[src/rtl/ram_port_arbiter.sv]
// Two-port round-robin arbiter in front of a single-port RAM controller.
// One transaction at a time: IDLE -> ISSUE -> (WAIT x READ_LAT) -> DONE.
module ram_port_arbiter #(
   parameter int READ_LAT = 1,
   parameter int AW       = 8,
   parameter int DW       = 8
) (
   input  logic          clk,
   input  logic          rst_n,
   input  logic          a_req,
   input  logic          a_we,
   input  logic [AW-1:0] a_addr,
   input  logic [DW-1:0] a_wdata,
   output logic          a_ack,
   output logic [DW-1:0] a_rdata,
   input  logic          b_req,
   input  logic          b_we,
   input  logic [AW-1:0] b_addr,
   input  logic [DW-1:0] b_wdata,
   output logic          b_ack,
   output logic [DW-1:0] b_rdata,
   output logic          mem_write_en,
   output logic          mem_read_en,
   output logic [AW-1:0] mem_address,
   output logic [DW-1:0] mem_data_in,
   input  logic [DW-1:0] mem_data_out,
   output logic          busy
);

   typedef enum logic [1:0] {S_IDLE, S_ISSUE, S_WAIT, S_DONE} state_t;

   localparam logic [1:0] CNT_LAST = 2'(READ_LAT - 1);

   state_t        state_q, state_d;
   logic          gnt_q, gnt_d;
   logic          last_q, last_d;
   logic          we_q, we_d;
   logic [AW-1:0] addr_q, addr_d;
   logic [DW-1:0] wdata_q, wdata_d;
   logic [1:0]    cnt_q, cnt_d;
   logic [DW-1:0] a_rdata_q, a_rdata_d;
   logic [DW-1:0] b_rdata_q, b_rdata_d;
   logic          mem_we_q, mem_we_d;
   logic          mem_re_q, mem_re_d;
   logic          a_ack_q, a_ack_d;
   logic          b_ack_q, b_ack_d;
   logic          busy_q, busy_d;
   logic          pick_b;

   // gnt/last: 0 = port A, 1 = port B; B wins only if A idle or A went last
   assign pick_b = b_req & (~a_req | ~last_q);

   always_comb begin
      state_d   = state_q;
      gnt_d     = gnt_q;
      last_d    = last_q;
      we_d      = we_q;
      addr_d    = addr_q;
      wdata_d   = wdata_q;
      cnt_d     = cnt_q;
      a_rdata_d = a_rdata_q;
      b_rdata_d = b_rdata_q;
      unique case (state_q)
         S_IDLE: begin
            if (a_req | b_req) begin
               gnt_d   = pick_b;
               last_d  = pick_b;
               we_d    = pick_b ? b_we    : a_we;
               addr_d  = pick_b ? b_addr  : a_addr;
               wdata_d = pick_b ? b_wdata : a_wdata;
               state_d = S_ISSUE;
            end
         end
         S_ISSUE: begin
            cnt_d   = 2'd0;
            state_d = we_q ? S_DONE : S_WAIT;
         end
         S_WAIT: begin
            if (cnt_q == CNT_LAST) begin
               if (gnt_q) b_rdata_d = mem_data_out;
               else       a_rdata_d = mem_data_out;
               state_d = S_DONE;
            end else begin
               cnt_d = cnt_q + 2'd1;
            end
         end
         S_DONE: state_d = S_IDLE;
         default: state_d = S_IDLE;
      endcase
      // outputs are registered copies of what the next state implies
      mem_we_d = (state_d == S_ISSUE) & we_d;
      mem_re_d = (state_d == S_ISSUE) & ~we_d;
      a_ack_d  = (state_d == S_DONE) & ~gnt_d;
      b_ack_d  = (state_d == S_DONE) & gnt_d;
      busy_d   = (state_d != S_IDLE);
   end

   always_ff @(posedge clk or negedge rst_n) begin
      if (!rst_n) begin
         state_q   <= S_IDLE;
         gnt_q     <= 1'b0;
         last_q    <= 1'b1;
         we_q      <= 1'b0;
         addr_q    <= '0;
         wdata_q   <= '0;
         cnt_q     <= 2'd0;
         a_rdata_q <= '0;
         b_rdata_q <= '0;
         mem_we_q  <= 1'b0;
         mem_re_q  <= 1'b0;
         a_ack_q   <= 1'b0;
         b_ack_q   <= 1'b0;
         busy_q    <= 1'b0;
      end else begin
         state_q   <= state_d;
         gnt_q     <= gnt_d;
         last_q    <= last_d;
         we_q      <= we_d;
         addr_q    <= addr_d;
         wdata_q   <= wdata_d;
         cnt_q     <= cnt_d;
         a_rdata_q <= a_rdata_d;
         b_rdata_q <= b_rdata_d;
         mem_we_q  <= mem_we_d;
         mem_re_q  <= mem_re_d;
         a_ack_q   <= a_ack_d;
         b_ack_q   <= b_ack_d;
         busy_q    <= busy_d;
      end
   end

   assign mem_write_en = mem_we_q;
   assign mem_read_en  = mem_re_q;
   assign mem_address  = addr_q;
   assign mem_data_in  = wdata_q;
   assign a_ack        = a_ack_q;
   assign b_ack        = b_ack_q;
   assign a_rdata      = a_rdata_q;
   assign b_rdata      = b_rdata_q;
   assign busy         = busy_q;

endmodule

[config.mk]
export PLATFORM = sky130hd
export DESIGN_NAME = ram_port_arbiter
export DESIGN_NICKNAME = d
export VERILOG_FILES = /design/src/rtl/ram_port_arbiter.sv
export SDC_FILE = /design/constraint.sdc
export NUM_CORES = 1
export LEC_CHECK = 0
export CAP_MARGIN = 20
export CORE_AREA = 5 5 72 74
export DETAILED_ROUTE_END_ITERATION = 10
export DIE_AREA = 0 0 77 79
export MAX_ROUTING_LAYER = met4
export PLACE_DENSITY = 0.82
export SLEW_MARGIN = 0
export SYNTH_ARGS = -nofsm -noshare
export SYNTH_HDL_FRONTEND = slang
export SYNTH_SLANG_ARGS = --single-unit
[constraint.sdc]
create_clock -name clk -period 4.3 [get_ports clk]
set_clock_uncertainty 0.1 [all_clocks]
set_input_delay 1.29 -clock clk [delete_from_list [all_inputs] [get_ports clk]]
set_output_delay 1.29 -clock clk [all_outputs]
set_load 0.05 [all_outputs]
==> out/metrics.csv <==
stage,metric,value,unit
run_status,status,finished clean,
worst_setup_path,worst-case reg-to-reg path depth,5,
cells_and_area,layout cells sized above 1,8.86,%
detailed_routing,DR pass1 iterations,4,
cts,CTS Hold Bufs,0,
sta,slew margin rel.,62.1,%
placed_design,Final HPWL DP,3.48,mm
synth,register area share after synthesis,56.9,%
placed_design,IO Port Bufs,82,
cts,cts repair resizes,0,
floorplan,Chip Width,77,um
worst_setup_path,crit-path max FO,2,
floorplan,FP Rows,25,
synth,post-synthesis cell type count,34,
grt,vias in the first global route,1513,
sta,Pins Over Slew Limit,0,
cts,H-tree levels,2,
synth,syn_area_per_cell,12.8,um^2
detailed_routing,Detailed Route Iter0 Violations,32,
worst_setup_path,"CP delay by family, top",buffers and inverters,
sta,setup TNS,0,ns
synth,Synth Instances,151,
detailed_routing,DR vias/cell,4.90,
worst_setup_path,crit path capture type,output port,
cells_and_area,area grow syn2layout,50.3,%
floorplan,Die Area,0.00608,mm^2
cts,Setup Buffers After CTS,0,
sta,RSZ-0062 raised after global routing,false,
worst_setup_path,Setup CP Type,reg2out,
grt,Total GRT Usage,15.3,%
worst_setup_path,worst path bufs/invs,1,
floorplan,Die Ht,79,um
cts,CTS tree,yes,
grt,pin count of the biggest net entering global routing,45,
power_and_ir_drop,P per Cell Area,830,mW/mm^2
grt,first-pass GRT wire length,7.19,mm
power_and_ir_drop,Pleak,1.26,nW
sta,period utilization,67.5,%
cts,root buffer cell,clkbuf_8,
floorplan,Core Area,0.00454,mm^2
power_and_ir_drop,total power,2.42,mW
worst_setup_path,crit-path cells,clkdlybuf4s50_1,
sta,Final min period,2.90,ns
cts,total CTS buffers,5,
cts,CTS Sinks,44,
synth,Ys Warns,0,
detailed_routing,Via Count,1426,
cells_and_area,final net count,287,
cells_and_area,ANT cells,0,
sta,Tightest Pin Transition,0.567,ns
detailed_routing,final WL,4.44,mm
worst_setup_path,Crit path largest cell delay,0.86,ns
worst_setup_path,slowest CP cell,clkdlybuf4s50_1,
synth,Post-Syn Area,0.00194,mm^2
detailed_routing,post-route ant nets,0,
grt,GR Overflow Total,0,
detailed_routing,# DRC,0,
worst_setup_path,Worst setup startpoint,mem_address[2],
worst_setup_path,crit start category,flip-flop,
worst_setup_path,CP arrival,1.51,ns
worst_setup_path,worst r2r src,state_q[0],
worst_setup_path,Required @ worst endpoint,2.91,ns
floorplan,Initial Util,42.7,%
detailed_routing,WL/cell,15.3,um
cts,CTS Buffer Depth,2,
worst_setup_path,Worst R2R End,mem_write_en,
placed_design,final RePlAce weighted congestion,0.812,
grt,initial antenna violation count,0,
synth,top-area cell type share of the netlist area,55.5,%
job,# Max-Cap Violations,0,
worst_setup_path,CP endpoint,mem_address[2],
synth,synth top area cells,"dfrtp_1 56%, mux2_1 9.9%, mux2i_1 8.3%",
cts,Clock Pin Slew Worst Setup and Hold Paths,0.08,ns
sta,Max Clock Freq,0.345,GHz
power_and_ir_drop,Peak VDD IR,0.472,mV
sta,# setup viols final,0,
sta,Final Hold Violating Endpoints,0,
hold_path,HP Class,reg2reg,
worst_setup_path,flop-to-flop setup slack,2.52,ns
worst_setup_path,path length in cells of the critical path,1,
synth,syn_nets,202,
synth,Yosys reg bits,44,
synth,dominant cell type by area after synthesis,dfrtp_1,
floorplan,IO Pins,83,
cts,Worst-Skew Late Latency,0.28,ns
worst reg2reg max path: cells and delay by family (launching register included):
kind            cells  cell delay, ns
fa+ha+maj           1            0.29
flops               1            0.42
simple gates        2            0.36
compound gates      1            0.39
buf+inv             1            0.11
synthesized netlist by cell type (all sizes together):
library cell  count
nor2b             1
ha                5
dfstp             1
o21a              1
and3b             1
nand2b            1
a22o              4
xnor2             1
nor2              1
mux2i            16
o21ai            17
a21oi             1
o32a              1
nand2            17
clkbuf            1
dfrtp            43
nand3             1
and2              1
a21boi            1
mux2             17
nor3b             1
o22a              1
nand3b            2
inv               5
a211oi            1
a22oi             1
buf               6
and4bb            1
nor3              1
worst min-delay path by stage:
stage	startpoint	endpoint	depth (start not counted)
final	mem_data_in[6]	mem_data_in[6]	2
after global placement	mem_data_in[6]	mem_data_in[6]	2
after CTS	mem_data_in[6]	mem_data_in[6]	2
after detailed placement	mem_data_in[6]	mem_data_in[6]	2
after global routing	a_rdata[4]	a_rdata[4]	1
after floorplan	cnt_q[1]	cnt_q[1]	1
placed cells by master, fill, tap and decap left out, types with 2 or more instances in the layout:
cell             instances
a22o_1                   3
buf_4                    2
clkbuf_8                 7
clkdlybuf4s50_1         81
dfrtp_1                 43
ha_1                     5
inv_1                    4
mux2_1                  17
mux2i_1                 16
nand2_1                 17
o21ai_1                 16
registers in the layout, indices dropped and copies added (netlist names):
name and count:
state_q 2, a_ack 1, we_q 1, last_q 1, gnt_q 1, a_rdata 8
busy 1, cnt_q 2, mem_address 8, mem_data_in 8, b_rdata 8, mem_write_en 1
b_ack 1, mem_read_en 1
logic make-up after synthesis:
logic type	share of synthesized area, %
xor+xnor	0.452
mux	18.1
compound gates	9.55
simple gates	7.94
fa+ha+maj	3.23
flops	56.9
buf+inv	3.81
area by class of cell:
cell class	count	area [um^2]
Fill cell	362	1620
Tap cell	54	67.6
Multi-Input combinational cell	95	766
Sequential cell	44	1100
Timing Repair Buffer	85	858
Clock buffer	8	100
Inverter	5	18.8
per-stage QoR:
| step | hold slack, ns | instance area (um^2) | worst slack [ns] | instances | utilization, % |
|---|---|---|---|---|---|
| 2_1_floorplan | 0.384 | 1940 | 2.09 | 151 | - |
| 4_1_cts | 0.394 | 2890 | 1.40 | 290 | 63.6 |
| 5_1_grt | 0.423 | 2910 | 1.37 | 291 | 64.2 |
| 3_3_place_gp | 0.366 | 2790 | 1.35 | 282 | 61.4 |
| 3_5_place_dp | 0.374 | 2790 | 1.29 | 282 | 61.4 |
| 6_report | 0.386 | 2910 | 1.40 | 291 | 64.2 |
routing by layer:
layer / vias up / track usage [%] / part of all wire (%)
met4: 0 / 5.50 / 2.2
li1: 700 / - / -
met2: 47 / 26.1 / 52
met5: - / - / 0
met3: 6 / 3.29 / 5.4
met1: 673 / 17.8 / 41
report_power, final:
group | switching [mW] | total (mW) | internal [mW]
Clock | 0.132 | 0.278 | 0.147
Combinational | 0.910 | 1.43 | 0.520
Sequential | 0.101 | 0.710 | 0.609
Total | 1.14 | 2.42 | 1.28
Note: power is estimated with default switching activity, not from simulation.
